## config.mk

```make
export PLATFORM = sky130hd
export DESIGN_NAME = operand_sequencer
export DESIGN_NICKNAME = d
export VERILOG_FILES = /design/src/rtl/math_pkg.sv /design/src/rtl/rise_detect.sv /design/src/rtl/operand_sequencer.sv
export SDC_FILE = /design/constraint.sdc
export NUM_CORES = 1
export LEC_CHECK = 0
export CORE_MARGIN = 2
export CORE_UTILIZATION = 58
export CTS_BUF_LIST = sky130_fd_sc_hd__clkbuf_8
export DETAILED_ROUTE_END_ITERATION = 10
export DONT_BUFFER_PORTS = 1
export GPL_TIMING_DRIVEN = 0
export PLACE_DENSITY_LB_ADDON = 0.05
export SLEW_MARGIN = 20
export SYNTH_ARGS = -nofsm -noshare
export SYNTH_HDL_FRONTEND = slang
export SYNTH_SLANG_ARGS = --single-unit
```

## constraint.sdc

```tcl
create_clock -name clk -period 4.1 [get_ports clk]
set_input_delay 0.205 -clock clk [delete_from_list [all_inputs] [get_ports clk]]
set_output_delay 0.205 -clock clk [all_outputs]
set_load 0.03 [all_outputs]
```

## src/rtl/math_pkg.sv

```systemverilog
// Shared types for the operand sequencer front end: default width, FSM states, display codes.
package math_pkg;

    localparam int WIDTH_DEFAULT = 4;

    typedef enum logic [2:0] {
        GET_A,
        GET_B,
        CALC,
        LATCH,
        SHOW_SUM,
        SHOW_DIFF
    } state_e;

    typedef enum logic [1:0] {
        SEL_A    = 2'd0,
        SEL_B    = 2'd1,
        SEL_SUM  = 2'd2,
        SEL_DIFF = 2'd3
    } disp_sel_e;

endpackage

```

## src/rtl/rise_detect.sv

```systemverilog
// One-cycle pulse on a rising edge of a level input. IDLE is the assumed previous level
// after reset, so an input already high at reset release does not produce a pulse.
module rise_detect #(
    parameter logic IDLE = 1'b1
) (
    input  logic clk,
    input  logic rst,
    input  logic in,
    output logic pulse
);

    logic prev;

    // NOTE: sequential state always uses non-blocking assignments so every flop samples pre-edge values.
    always_ff @(posedge clk) begin
        if (rst) prev <= IDLE;
        else     prev <= in;
    end

    assign pulse = in & ~prev;

endmodule

```

## src/rtl/operand_sequencer.sv

```systemverilog
// Captures A then B from switches, latches math_block results, alternates sum/diff on the display.
// Optional OPERAND_SEQ_OVF_EN adds registered signed-overflow flags ovf_add / ovf_sub.
module operand_sequencer
    import math_pkg::*;
#(
    parameter int WIDTH         = WIDTH_DEFAULT,
    parameter int TOGGLE_CYCLES = 50000000
) (
    input  logic             clk,
    input  logic             rst,
    input  logic [WIDTH-1:0] sw,
    input  logic             btn,
    input  logic [WIDTH-1:0] sum_in,
    input  logic [WIDTH-1:0] diff_in,
    output logic [WIDTH-1:0] A,
    output logic [WIDTH-1:0] B,
    output logic             result_valid,
    output logic [WIDTH-1:0] disp_val,
    output logic [1:0]       disp_sel
`ifdef OPERAND_SEQ_OVF_EN
    ,
    output logic             ovf_add,
    output logic             ovf_sub
`endif
);

    localparam int CW = (TOGGLE_CYCLES > 1) ? $clog2(TOGGLE_CYCLES) : 1;
    localparam logic [CW-1:0] TERMINAL = CW'(TOGGLE_CYCLES - 1);

    state_e          state, next_state;
    logic            press;
    logic [WIDTH-1:0] sum_q, diff_q;
    logic [CW-1:0]   counter;
    logic            load_a, load_b, latch_res, cnt_clr, cnt_inc;

    rise_detect #(.IDLE(1'b1)) u_btn_rise (
        .clk   (clk),
        .rst   (rst),
        .in    (btn),
        .pulse (press)
    );

    always_ff @(posedge clk) begin
        if (rst) state <= GET_A;
        else     state <= next_state;
    end

    // NOTE: every always_comb output gets a default first, so no path can infer a latch.
    always_comb begin
        next_state = state;
        load_a     = 1'b0;
        load_b     = 1'b0;
        latch_res  = 1'b0;
        cnt_clr    = 1'b0;
        cnt_inc    = 1'b0;
        unique case (state)
            GET_A: if (press) begin
                load_a     = 1'b1;
                next_state = GET_B;
            end
            GET_B: if (press) begin
                load_b     = 1'b1;
                next_state = CALC;
            end
            CALC:  next_state = LATCH;
            LATCH: begin
                latch_res  = 1'b1;
                cnt_clr    = 1'b1;
                next_state = SHOW_SUM;
            end
            SHOW_SUM, SHOW_DIFF: begin
                // A press outranks the display toggle when both land on the same cycle.
                if (press) begin
                    cnt_clr    = 1'b1;
                    next_state = GET_A;
                end else if (counter == TERMINAL) begin
                    cnt_clr    = 1'b1;
                    next_state = (state == SHOW_SUM) ? SHOW_DIFF : SHOW_SUM;
                end else begin
                    cnt_inc = 1'b1;
                end
            end
            default: next_state = GET_A;
        endcase
    end

    always_comb begin
        result_valid = 1'b0;
        disp_sel     = SEL_A;
        disp_val     = sw;
        unique case (state)
            GET_A: ;
            GET_B: disp_sel = SEL_B;
            CALC, LATCH: begin
                disp_sel = SEL_B;
                disp_val = B;
            end
            SHOW_SUM: begin
                result_valid = 1'b1;
                disp_sel     = SEL_SUM;
                disp_val     = sum_q;
            end
            SHOW_DIFF: begin
                result_valid = 1'b1;
                disp_sel     = SEL_DIFF;
                disp_val     = diff_q;
            end
            default: ;
        endcase
    end

    // NOTE: this register set is small, so all of it is reset; a retained partial capture would be visible on A/B.
    always_ff @(posedge clk) begin
        if (rst) begin
            A       <= '0;
            B       <= '0;
            sum_q   <= '0;
            diff_q  <= '0;
            counter <= '0;
        end else begin
            if (load_a)    A <= sw;
            if (load_b)    B <= sw;
            if (latch_res) begin
                sum_q  <= sum_in;
                diff_q <= diff_in;
            end
            if (cnt_clr)      counter <= '0;
            else if (cnt_inc) counter <= counter + 1'b1;
        end
    end

`ifdef OPERAND_SEQ_OVF_EN
    always_ff @(posedge clk) begin
        if (rst) begin
            ovf_add <= 1'b0;
            ovf_sub <= 1'b0;
        end else if (latch_res) begin
            ovf_add <= (A[WIDTH-1] == B[WIDTH-1]) && (sum_in[WIDTH-1]  != A[WIDTH-1]);
            ovf_sub <= (A[WIDTH-1] != B[WIDTH-1]) && (diff_in[WIDTH-1] != A[WIDTH-1]);
        end else if (next_state == GET_A && state != GET_A) begin
            ovf_add <= 1'b0;
            ovf_sub <= 1'b0;
        end
    end
`endif

endmodule

```

-- Word level (Yosys, flattened, before mapping)
Cells that the tools add are included.
- register bits after elaboration: 46
- output and inout port bits: 15
- logic and storage cells: 44
- add/subtract/negate cells: 1
- eq/ne operators: 9
- multiplexer cells: 19
- bitwise gates (word level): 2
- reduce and logical (&&, ||, !) cells: 6
- operator list (operator ; count):
    $add A26 B1 Y26 const B ; 1
    $eq A26 B26 Y1 const B ; 1
    $pmux W3 S5 ; 1
    $mux W3 ; 4
    $pmux W4 S3 ; 1
    $mux W1 ; 11
    $eq A3 B2 Y1 const B ; 2
    $eq A3 B3 Y1 const B ; 2
    $pmux W2 S3 ; 1
    $reduce_or A2 Y1 ; 3
    $ne A2 B2 Y1 const B ; 2
    $eq A3 B1 Y1 const B ; 1
    $logic_not A3 Y1 ; 1
    $ne A3 B1 Y1 const B ; 1
    $reduce_and A3 Y1 ; 1
    $reduce_or A3 Y1 ; 1
    $pmux W1 S2 ; 1
    $and A1 B1 Y1 ; 1
    $not A1 Y1 ; 1

-- Depth between registers and ports, before layout
Gate-level depths: netlist of the first run.
- depth after elaboration: 5
- depth in mapped cells: 9
- depth with buffers taken out: 6

-- Hierarchy
From an unflattened synthesis of the first run, not the netlist that was laid out.
- cells, all modules: 256
- area total of the unflattened synthesis: 2250.9 um^2
- by module, submodules not included (module ; instances ; cells an instance ; area an instance (um^2) ; sequential area each (um^2)):
    operand_sequencer ; 1 ; 253 ; 2218.4 ; 900.9
    rise_detect ; 1 ; 3 ; 32.5 ; 20.0

-- Worst setup path after synthesis of the first run
OpenSTA, ideal clock, no wires.
- path kind: register to register
- start: register state[1]
- end: register counter[15]
- setup time: 0.070 ns
- arrival: 1.990 ns
- required time: 4.030 ns
- setup slack: 2.040 ns
- cell stages (with the launch flop): 8
- path buffers: 1
- clock period less this slack: 2.060 ns
- cell sequence: dfxtp_1 -> nand2b_1 -> inv_1 -> nand3_1 -> or3_1 -> buf_2 -> or4_1 -> a21oi_1
- longest elaborated chain between the ends: 4
- elaborated cells between the ends (all ways): 7
- RTL lines (element ; RTL line ; text):
    start: declaration ; operand_sequencer.sv:30 ; state_e state, next_state;
    start signal: assignment ; operand_sequencer.sv:45 ; else state <= next_state;
    $eq A3 B3 Y1 ; operand_sequencer.sv:56 ; unique case (state)
    $reduce_or A2 Y1 (no source line) ; - ;
    $pmux W1 S2 ; operand_sequencer.sv:56 ;
    $reduce_or A2 Y1 (no source line) ; - ;
    end signal: assignment ; operand_sequencer.sv:128 ; else if (cnt_inc) counter <= counter + 1'b1;
    end: declaration ; operand_sequencer.sv:33 ; logic [CW-1:0] counter;
Parallel ways exist; a longest one is shown, timed or not.
A chain may end at the register's enable or synchronous reset.

-- Worst setup path after layout of the first run
- start: register counter[0]
- end: register counter[23]
- longest elaborated chain between the ends: 5
- elaborated cells between the ends (all ways): 9
- RTL lines (element ; RTL line ; text):
    $eq A26 B26 Y1 ; operand_sequencer.sv:76 ; end else if (counter == TERMINAL) begin
    $mux W1 ; operand_sequencer.sv:76 ;
    $mux W1 ; operand_sequencer.sv:73 ; if (press) begin
    $pmux W1 S2 ; operand_sequencer.sv:56 ;
    $reduce_or A2 Y1 (no source line) ; - ;
Parallel ways exist; a longest one is shown, timed or not.

==> results.md, run 1 <==
* Outcome: finished, final reports clean
* RSZ-0062 raised after global routing: no
* Worst R2R Setup Slack at 1650 ps
* Initial Util at 60.94%
* Largest net degree at the start of global routing at 15
* Average size of a mapped cell at 8.205 um^2
* Pint at 0.6408 mW
* Mapped Area at 2265 um^2
* Crit path DAT at 2610 ps
* Drt wl/cell at 14.79 um
* Chip height at 66.49 um
* Routability cong. at 0.8399
* Sequential-to-total area share from yosys stat at 40.66%
* Finished Cell Area at 2430 um^2
* Vias in the first global route at 1665
* Yosys reg bits at 46
* Top-area cell type share of the netlist area at 40.66%
* Synth top area cells: dfxtp_1 (41%), mux2i_1 (7.1%), nor2_1 (5.3%), nand2_1 (4.5%), a21oi_1 (4.4%)
* Area Growth Syn to Fin at 7.293%
* Crit path time final at 2446 ps
* Cell taking the most area after synthesis: dfxtp_1
* Multi-input logic area at 1249 um^2
* WL final at 4911 um
* Dominant synthesized flop cell: dfxtp_1
* Most common cell in the synthesized netlist: dfxtp_1
* Final Hold Viols at 0
* Util after Layout at 65.39%
* Synthesis warning total at 0
* Dpl cell area at 2325 um^2
* Total setup buffers inserted after CTS at 0
* Synth unique cells at 41
* First-pass DRT Iterations at 4
* I/O Pins at 30
* Hold Crit Class: in -> reg
* Clock-pin slew on the worst setup and hold paths at 90 ps
* CTS Buf Count at 5
* Slew of the pin with the lowest slew margin at 941.7 ps
* Placed cell count at 324
* Share of synthesized registers carrying an async set or reset at 0%
* Switch share at 27.01%
* Fill cell count at 326
* Clk pwr share at 35.1%
* Die Width at 66.49 um
* P_leak at 0.8168 nW
* Min-delay src: btn
* Input/output buffers at 0
* Initial antenna violation count at 0
* Post-CTS resize count at 0
* Grt ovf at 0
* Period Utilization, post-route at 59.65%
* Worst skew pair latency at 300 ps
* Setup TNS at 0 ps
* Worst Reg-to-Reg Cells at 9
* Slew HR at 36.56%
* DIE AREA at 4420 um^2
* Post-DR vias/cell at 5.852
* CTS root buf: clkbuf_8
* First-pass GRT wire length at 8038 um
* RR Startpoint: counter[0]$_SDFFE_PP0P_
* Setup crit end kind: flop
* Worst Hold Endpoint: u_btn_rise.prev$_SDFF_PP1_
* CTS max path bufs at 2
* Top cells by count, synth: dfxtp_1 (46), nor2_1 (32), nand2_1 (27)
* Finished Layout Cells at 332
* H-tree depth at 2
* Antenna diodes at 0
* Crit Path Max Fanout at 10
* Layout cells sized above 1 at 7.394%
* Dpl hpwl at 3464 um
* Post-synth EDFFs at 0
* Setup skew after layout at 7.464 ps
* Combinational share of power at 11.8%
* Clock sinks at 46
* Final Max Tran Viols at 0
* CP Launch Type: flop
* Site Rows at 22
* Max Fclk at 0.4089 GHz
* Fin nets at 299
* Hold Path Stages at 1
* Max-cap viol count at 0
* DR vias at 1943
* Critical Path RT at 4270 ps
* Hold_buf cts at 0
* PD cells at 361.3 nW/um^2
* Reg-to-reg critical path endpoint: counter[23]$_SDFFE_PP0P_
* Tot GR Track Use at 23.90%
* # setup viols final at 0
* Synthesized instance count at 276
* Core area at 3716 um^2
* DRC at 0
* Reg power frac at 53.1%
* Antenna viol nets, final at 0
* Net Sw Power at 0.2371 mW
* VDD IR max at 0.0002918 V
* Critical path class: reg -> reg
* TritonCTS clock tree: built
* Syn nets at 292
* Initial DRC count at 158
* FF/Latch Area at 920.9 um^2
## worst max path at each step
stage / from / end / slack, ps / cells after the start
after floorplan: state[1]$_SDFFE_PP0P_ / counter[15]$_SDFFE_PP0P_ / 2040 / 7
after global placement: counter[0]$_SDFFE_PP0P_ / counter[20]$_SDFFE_PP0P_ / 1660 / 9
after detailed placement: counter[0]$_SDFFE_PP0P_ / counter[23]$_SDFFE_PP0P_ / 1690 / 9
after CTS: counter[0]$_SDFFE_PP0P_ / counter[23]$_SDFFE_PP0P_ / 1670 / 9
after global routing: counter[0]$_SDFFE_PP0P_ / counter[23]$_SDFFE_PP0P_ / 1380 / 9
final: counter[0]$_SDFFE_PP0P_ / counter[23]$_SDFFE_PP0P_ / 1650 / 9
## state kept, by name, indices dropped and copies added (netlist names)
name / count
A: 4
state: 3
diff_q: 4
B: 4
u_btn_rise.prev: 1
counter: 26
sum_q: 4
## worst max-delay path, cell delays in order (launching register included)
cell      delay (ps)
dfxtp_1          400
ha_1             210
and3_1           170
clkbuf_1         270
nand3_1          230
o21ai_0          210
a221o_1          170
buf_6            130
clkbuf_1         400
nor2_1           110
## power groups by stage
stage          logic (mW)  clock network, mW  registers [mW]
6_report            0.104              0.309           0.466
5_1_grt             0.113              0.333           0.467
4_1_cts             0.103              0.313           0.466
3_5_place_dp        0.102                  0           0.476
3_3_place_gp        0.100                  0           0.476
2_1_floorplan      0.0845                  0           0.475
## area by class of cell
type                       count  share of cell area (%)
multi-input combinational    210                   51.39
tap                           48                   2.472
clock inverter                 1                  0.3605
clock buffer                   7                   3.965
inverter                       5                  0.7724
sequential                    46                   37.90
buffer                        15                   3.141
## placed cells by master, fill, tap and decap left out, drive strengths merged, types with 2 or more instances in the layout
master   n
dfxtp   46
nor2    32
nand2   28
a21oi   20
nand3   20
clkbuf  18
mux2i   16
o21ai   14
xor2    11
nand4   10
or3     10
nor3     7
inv      5
xnor2    5
nor4     5
or4      5
nor2b    4
o31ai    4
nand2b   4
buf      4
and3     3
and4     2
o211ai   2
## metrics by stage
stage / setup slack (ps) / hold slack [ps] / power [mW]
final: 1654 / 5.966 / 0.8779
after global routing: 1382 / 1.259 / 0.9125
after CTS: 1672 / 2.428 / 0.8817
after detailed placement: 1689 / 314.4 / 0.5788
after global placement: 1659 / 312.7 / 0.5760
after floorplan: 2040 / 311.6 / 0.5597
## logic make-up (layout without fill, tap and decap cells)
logic type,count (synthesis),in the layout,synth area share (%)
adder cells (fa/ha/maj),1,1,0.5524
XOR/XNOR,16,16,6.188
AND/OR/NAND/NOR,133,133,30.22
multiplexers,17,17,7.569
buffers and inverters,20,28,4.199
AO/OA/AOI/OAI,43,43,10.61
flip-flops,46,46,40.66
## layer usage
metal / part of all wire [%] / global-route usage, %
met1: 51 / 35.02
met2: 43 / 34.75
met3: 4.8 / 5.068
met4: 1.4 / 7.653
met5: 0 / 0
(Power assumes the default switching activity.)
==> run 2: changes to the inputs <==
Clock period 4.1 ns to 2.24 ns, I/O delays scaled along.
==> run 2 against run 1 <==
Effect of this change:
- hold slack better by 6.9 ps
- core utilization rose by 4.5 points
- worst setup slack lost 1600 ps
- sequential power up 83%
- die area stayed put
- fmax is 13% higher
- non-clock buffer count grew 13
- critical path depth shrank 3
- cell count is 3.9% higher
- clock power up 85%
- critical endpoint is now counter[15]$_SDFFE_PP0P_
- highest routed layer unchanged
==> results.md, run 2 (synthesis results as in run 1) <==
* Period Utilization, post-route at 96.50% (+37 points)
* Crit path time final at 2162 ps (-284.0 ps)
* Worst R2R Setup Slack at 80 ps (-1580 ps)
* RR Startpoint: counter[6]$_SDFFE_PP0P_
* P_leak at 0.8697 nW (+6.5%)
* Die Width at 66.49 um (unchanged)
* Worst skew pair latency at 300 ps (about the same)
* DRC at 0 (unchanged)
* CTS root buf: clkbuf_8
* I/O Pins at 30 (unchanged)
* Placed cell count at 324 (unchanged)
* Core area at 3716 um^2 (unchanged)
* RSZ-0062 raised after global routing: yes
* Grt ovf at 0 (unchanged)
* PD cells at 629.2 nW/um^2 (+74%)
* Critical Path RT at 2480 ps (-1790 ps)
* Layout cells sized above 1 at 10.77% (+3.4 points)
* Total setup buffers inserted after CTS at 0 (unchanged)
* Final setup margin at 78.32 ps (-1576 ps)
* # setup viols final at 0 (unchanged)
* Clock sinks at 46 (unchanged)
* Hold Crit Class: in -> reg
* Dpl hpwl at 3464 um (unchanged)
* H-tree depth at 2 (unchanged)
* Most frequent cells in the layout: dfxtp_1 (44), nor2_1 (32), nand2_1 (27)
* Final Hold Viols at 0 (unchanged)
* Post-DR vias/cell at 5.919 (+1.1%)
* Critical Path End: counter[15]$_SDFFE_PP0P_
* Antenna diodes at 0 (unchanged)
* Input/output buffers at 0 (unchanged)
* Site Rows at 22 (unchanged)
* Crit Path Max Fanout at 7 (-3)
* DIE AREA at 4420 um^2 (unchanged)
* Top reg by flops: counter
* Max-cap viol count at 0 (unchanged)
* Slew HR at 36.52% (about the same)
* Outcome: finished, final reports clean
* Number of flip-flops in the largest register at 26 (unchanged)
* First-pass DRT Iterations at 4 (unchanged)
* Fin nets at 312 (+4.3%)
* Routability cong. at 0.8399 (unchanged)
* First-pass GRT wire length at 8355 um (+3.9%)
* Finished Layout Cells at 345 (+3.9%)
* WL final at 5192 um (+5.7%)
* Clock-pin slew on the worst setup and hold paths at 90 ps (about the same)
* Setup WS pre-CTS at -171.5 ps (-1860 ps)
* Final Max Tran Viols at 0 (unchanged)
* Pwr Total at 1.634 mW (+86%)
* Util after Layout at 69.90% (+4.5 points)
* CP Launch Type: flop
* TritonCTS clock tree: built
* Initial antenna violation count at 0 (unchanged)
* Worst Setup SP: counter[6]$_SDFFE_PP0P_
* Initial DRC count at 164 (+3.8%)
* Drt wl/cell at 15.05 um (+1.7%)
* Setup skew after layout at 9.670 ps (+2.205 ps)
* CTS max path bufs at 2 (unchanged)
* Setup crit end kind: flop
* Initial Util at 60.94% (unchanged)
* Slew of the pin with the lowest slew margin at 942.2 ps (+0.5049 ps)
* Most common cell after layout, fill and taps aside: dfxtp_1
* Worst Reg-to-Reg Cells at 6 (-3)
* Critical path class: reg -> reg
* Area Growth Syn to Fin at 14.70%
* DR vias at 2042 (+5.1%)
* Chip height at 66.49 um (unchanged)
* Antenna viol nets, final at 0 (unchanged)
* Tot GR Track Use at 24.83% (+0.93 points)
* Reg-to-reg critical path endpoint: counter[15]$_SDFFE_PP0P_
* Vias in the first global route at 1746 (+4.9%)
* Final Hold Slack at 12.90 ps (+6.933 ps)
* Largest net degree at the start of global routing at 15 (unchanged)
* VDD IR max at 0.0005528 V (+89%)
* Crit path DAT at 2400 ps (-210 ps)
* Max Fclk at 0.4626 GHz (+13%)
* CTS Buf Count at 5 (unchanged)
* Hold Path Stages at 2 (+1)
run 2: cell type report:
type / count / area, um^2
timing repair buffer: 13 / 130.1
sequential: 46 / 923.4
clock buffer: 7 / 96.34
clock inverter: 1 / 8.758
tap: 48 / 60.06
inverter: 5 / 22.52
multi-input combinational: 210 / 1275
buffer: 15 / 81.33
fill: 309 / 1119
run 2: power breakdown:
part           switching (mW)  internal, mW  total (mW)
registers              0.0197         0.833       0.853
logic                   0.137        0.0734       0.211
clock network           0.288         0.283       0.571
total                   0.445          1.19        1.63
run 2: layer usage:
metal	global-route usage, %	share of wire (%)	vias to the layer above
met5	0	0	-
met4	8.418	1.7	0
met3	4.899	4.1	12
met2	36.38	44	52
met1	36.17	50	948
li1	-	-	1030
run 2: timing repair:
action / in CTS / in global routing
setup endpoints to repair: 16 / 15
gates cloned: 0 / 0
hold buffers: 13 / 0
resized for setup: 4 / 9
endpoints found under the hold margin: 17 / 0
run 2: worst min path at each step:
stage / from / to / slack (ps)
3_5_place_dp: btn / u_btn_rise.prev$_SDFF_PP1_ / 220
2_1_floorplan: btn / u_btn_rise.prev$_SDFF_PP1_ / 220
4_1_cts: rst / state[0]$_SDFFE_PP0P_ / 10
3_3_place_gp: btn / u_btn_rise.prev$_SDFF_PP1_ / 220
6_report: rst / state[0]$_SDFFE_PP0P_ / 10
5_1_grt: rst / state[0]$_SDFFE_PP0P_ / 20
run 2: critical path: stages, from the launching register on:
cell,delay [ps]
dfxtp_1,420
nand3_2,160
or3_4,450
or3_1,350
buf_2,160
or4_1,410
a21oi_1,150
run 2: stage by stage:
| stage | instance area (um^2) | TNS [ps] |
|---|---|---|
| final | 2597 | 0 |
| after global routing | 2597 | -9.839 |
| after CTS | 2570 | 0 |
| after detailed placement | 2325 | -1778 |
| after global placement | 2325 | -2035 |
| after floorplan | 2265 | 0 |
==> run 3: changes to the inputs <==
Settings changed: SYNTH_HIERARCHICAL set to 1.
==> run 3 against run 2 <==
Effect of this change:
- critical path depth stayed put
- fmax rose by 1.3%
- first-iteration DRC count down 43%
- combinational power is 9% lower
- global-route usage down 2.6 points
- final area rose by 0.14%
- via count shrank 9.1%
- largest cell class unchanged
- highest routed layer unchanged
==> results.md, run 3 <==
* Outcome: finished, final reports clean
* CTS max path bufs at 2 (unchanged)
* CTS root buf: clkbuf_8
* Crit Path Max Fanout at 10 (+3)
* Critical Path End: counter[14]$_SDFFE_PP0P_
* CTS Buf Count at 5 (unchanged)
* DRC at 0 (unchanged)
* Core area at 3689 um^2 (-0.74%)
* Synth unique cells at 45 (+9.8%)
* Synth top area cells: dfxtp_1 (41%), mux2i_1 (12%), nor2_1 (7.0%), xnor2_1 (6.2%), nand2_1 (2.7%)
* Initial antenna violation count at 0 (unchanged)
* Input/output buffers at 0 (unchanged)
* Setup TNS at 0 ps (unchanged)
* VDD IR max at 0.0004353 V (-21%)
* Antenna viol nets, final at 0 (unchanged)
* Largest net degree at the start of global routing at 16 (+1)
* Layout cells sized above 1 at 11.74% (+0.97 points)
* Critical-path top delay cell: or4b_1
* Number of flip-flops in the largest register at 26 (unchanged)
* First-pass DRT Iterations at 4 (unchanged)
* Synthesized instance count at 256 (-7.2%)
* Die Width at 66.30 um (-0.29%)
* Crit path DAT at 2310 ps (-90 ps)
* Most common cell in the synthesized netlist: dfxtp_1
* Most common cell after layout, fill and taps aside: dfxtp_1
* Routability cong. at 0.7713 (-8.2%)
* Dominant synthesized flop cell: dfxtp_1
* Finished Layout Cells at 329 (-4.6%)
* Mapped Area at 2251 um^2 (-0.61%)
* Finished Cell Area at 2601 um^2 (+0.14%)
* Max-cap viol count at 0 (unchanged)
* I/O Pins at 30 (unchanged)
* Sequential-to-total area share from yosys stat at 40.91% (+0.25 points)
* Critical path class: reg -> reg
* Worst Setup SP: counter[8]$_SDFFE_PP0P_
* Final Hold Viols at 0 (unchanged)
* Dpl hpwl at 3206 um (-7.5%)
* Drt wl/cell at 14.23 um (-5.4%)
* Initial DRC count at 94 (-43%)
* Slew HR at 35.19% (-1.3 points)
* P_leak at 0.9091 nW (+4.5%)
* Average size of a mapped cell at 8.793 um^2 (+7.2%)
* Fill cell count at 313 (+1.3%)
* H-tree depth at 2 (unchanged)
* Grt ovf at 0 (unchanged)
* Crit path time final at 2134 ps (-27.30 ps)
* Top cells by count, synth: dfxtp_1 (46), nor2_1 (42), mux2i_1 (26)
* Yosys reg bits at 46 (unchanged)
* Synthesis warning total at 6 (+6)
* Initial Util at 61.02% (+0.082 points)
* Dpl cell area at 2311 um^2 (-0.59%)
* Post-DR vias/cell at 5.641 (-4.7%)
* Cell taking the most area after synthesis: dfxtp_1
* Share of synthesized registers carrying an async set or reset at 0% (unchanged)
* Hold Crit Class: in -> reg
* Slew of the pin with the lowest slew margin at 962.0 ps (+19.84 ps)
* Antenna diodes at 0 (unchanged)
* DR vias at 1856 (-9.1%)
* Worst-path cell chain: or4b_1 > and4bb_4 > a21oi_1 > o21bai_2 > buf_2 > a21oi_1
* Setup crit end kind: flop
* RR Startpoint: counter[8]$_SDFFE_PP0P_
* Top-area cell type share of the netlist area at 40.91% (+0.25 points)
* WL final at 4683 um (-9.8%)
* Reg-to-reg critical path endpoint: counter[14]$_SDFFE_PP0P_
* Most frequent cells in the layout: dfxtp_1 (46), nor2_1 (42), mux2i_1 (26)
* Clock-pin slew on the worst setup and hold paths at 90 ps (about the same)
* DIE AREA at 4395 um^2 (-0.57%)
* # setup viols final at 0 (unchanged)
* Critical Path RT at 2420 ps (-60 ps)
* CP Launch Type: flop
* PD cells at 638.8 nW/um^2 (+1.5%)
* Chip height at 66.30 um (-0.29%)
* Crit path top cell by count: a21oi_1
* Period Utilization, post-route at 95.28% (-1.2 points)
* Clock sinks at 46 (unchanged)
* Fin nets at 296 (-5.1%)
* Worst R2R Setup Slack at 110 ps (+30 ps)
* Site Rows at 22 (unchanged)
* Critical Path Max Stage Delay at 550 ps (+100 ps)
* Tot GR Track Use at 22.19% (-2.6 points)
* Setup skew after layout at 9.274 ps (-0.3952 ps)
* Worst skew pair latency at 300 ps (about the same)
* Top reg by flops: counter
* Worst Reg-to-Reg Cells at 6 (unchanged)
* Final Max Tran Viols at 0 (unchanged)
* Vias in the first global route at 1658 (-5.0%)
* Area Growth Syn to Fin at 15.56%
* Post-synth EDFFs at 0 (unchanged)
* Max Fclk at 0.4685 GHz (+1.3%)
* First-pass GRT wire length at 7562 um (-9.5%)
* Syn nets at 272 (-6.8%)
* Placed cell count at 304 (-6.2%)
* TritonCTS clock tree: built
==> run 3: worst max-delay path, delay by kind of cell, from the launching register on <==
| kind | cells | cell delay [ps] |
|---|---|---|
| AND/OR/NAND/NOR | 2 | 900 |
| AO/OA/AOI/OAI | 3 | 470 |
| flip-flops | 1 | 370 |
| buffers and inverters | 1 | 280 |
==> run 3: worst min-delay path by stage <==
stage	start	endpoint	slack [ps]	depth (start not counted)
2_1_floorplan	rst	u_btn_rise/prev$_SDFF_PP1_	210	1
3_3_place_gp	rst	u_btn_rise/prev$_SDFF_PP1_	210	1
3_5_place_dp	rst	u_btn_rise/prev$_SDFF_PP1_	220	1
4_1_cts	rst	counter[3]$_SDFFE_PP0P_	50	2
5_1_grt	rst	counter[4]$_SDFFE_PP0P_	70	2
6_report	rst	counter[3]$_SDFFE_PP0P_	50	2
==> run 3: final cells by class <==
cell class	count	area (um^2)	area share, %
Tap cell	48	60.06	2.309
Multi-Input combinational cell	189	1236	47.52
Timing Repair Buffer	17	162.7	6.253
Inverter	8	30.03	1.154
Buffer	13	77.57	2.982
Sequential cell	46	920.9	35.40
Clock inverter	3	45.04	1.732
Clock buffer	5	68.82	2.646
==> run 3: per-stage QoR <==
stage | setup WS [ps] | power [mW] | utilization, % | hold WS (ps)
3_5_place_dp | -117.5 | 1.038 | 62.65 | 222.6
3_3_place_gp | -108.6 | 1.034 | 62.65 | 211.4
6_report | 105.6 | 1.662 | 70.52 | 50.00
4_1_cts | 75.01 | 1.668 | 69.91 | 45.49
2_1_floorplan | 352.6 | 1.011 | - | 209.1
5_1_grt | -29.79 | 1.719 | 70.52 | 65.01
==> run 3: logic make-up (layout without fill, tap and decap cells) <==
kind of cell	count (synthesis)	in the layout	share of synthesized area, %
buffers and inverters	21	46	4.669
AO/OA/AOI/OAI	29	29	8.172
multiplexers	27	27	12.06
XOR/XNOR	17	17	6.615
adder cells (fa/ha/maj)	1	1	0.5558
flip-flops	46	46	40.91
AND/OR/NAND/NOR	115	115	27.02
==> run 3: repair_timing <==
item | in CTS | in global routing
gates resized for setup | 1 | 3
hold endpoints to repair | 18 | 0
setup endpoints to repair | 21 | 9
buffers inserted | 1 | 2
hold buffers | 14 | 0
pin swaps | 1 | 1
==> run 3: routing by layer <==
layer	vias to the layer above	wire length (um)	GRT usage [%]
met5	-	0	0
met4	0	48	6.122
met3	6	201	5.281
met2	37	2032	33.13
met1	863	2401	31.78
li1	950	-	-
==> run 3: report_power, final <==
part           total [mW]  switching [mW]  leakage [nW]  internal, mW
Clock               0.618           0.286        0.0504         0.332
Sequential          0.852          0.0185         0.371         0.833
Combinational       0.192           0.118         0.487        0.0746
Total                1.66           0.422         0.909          1.24
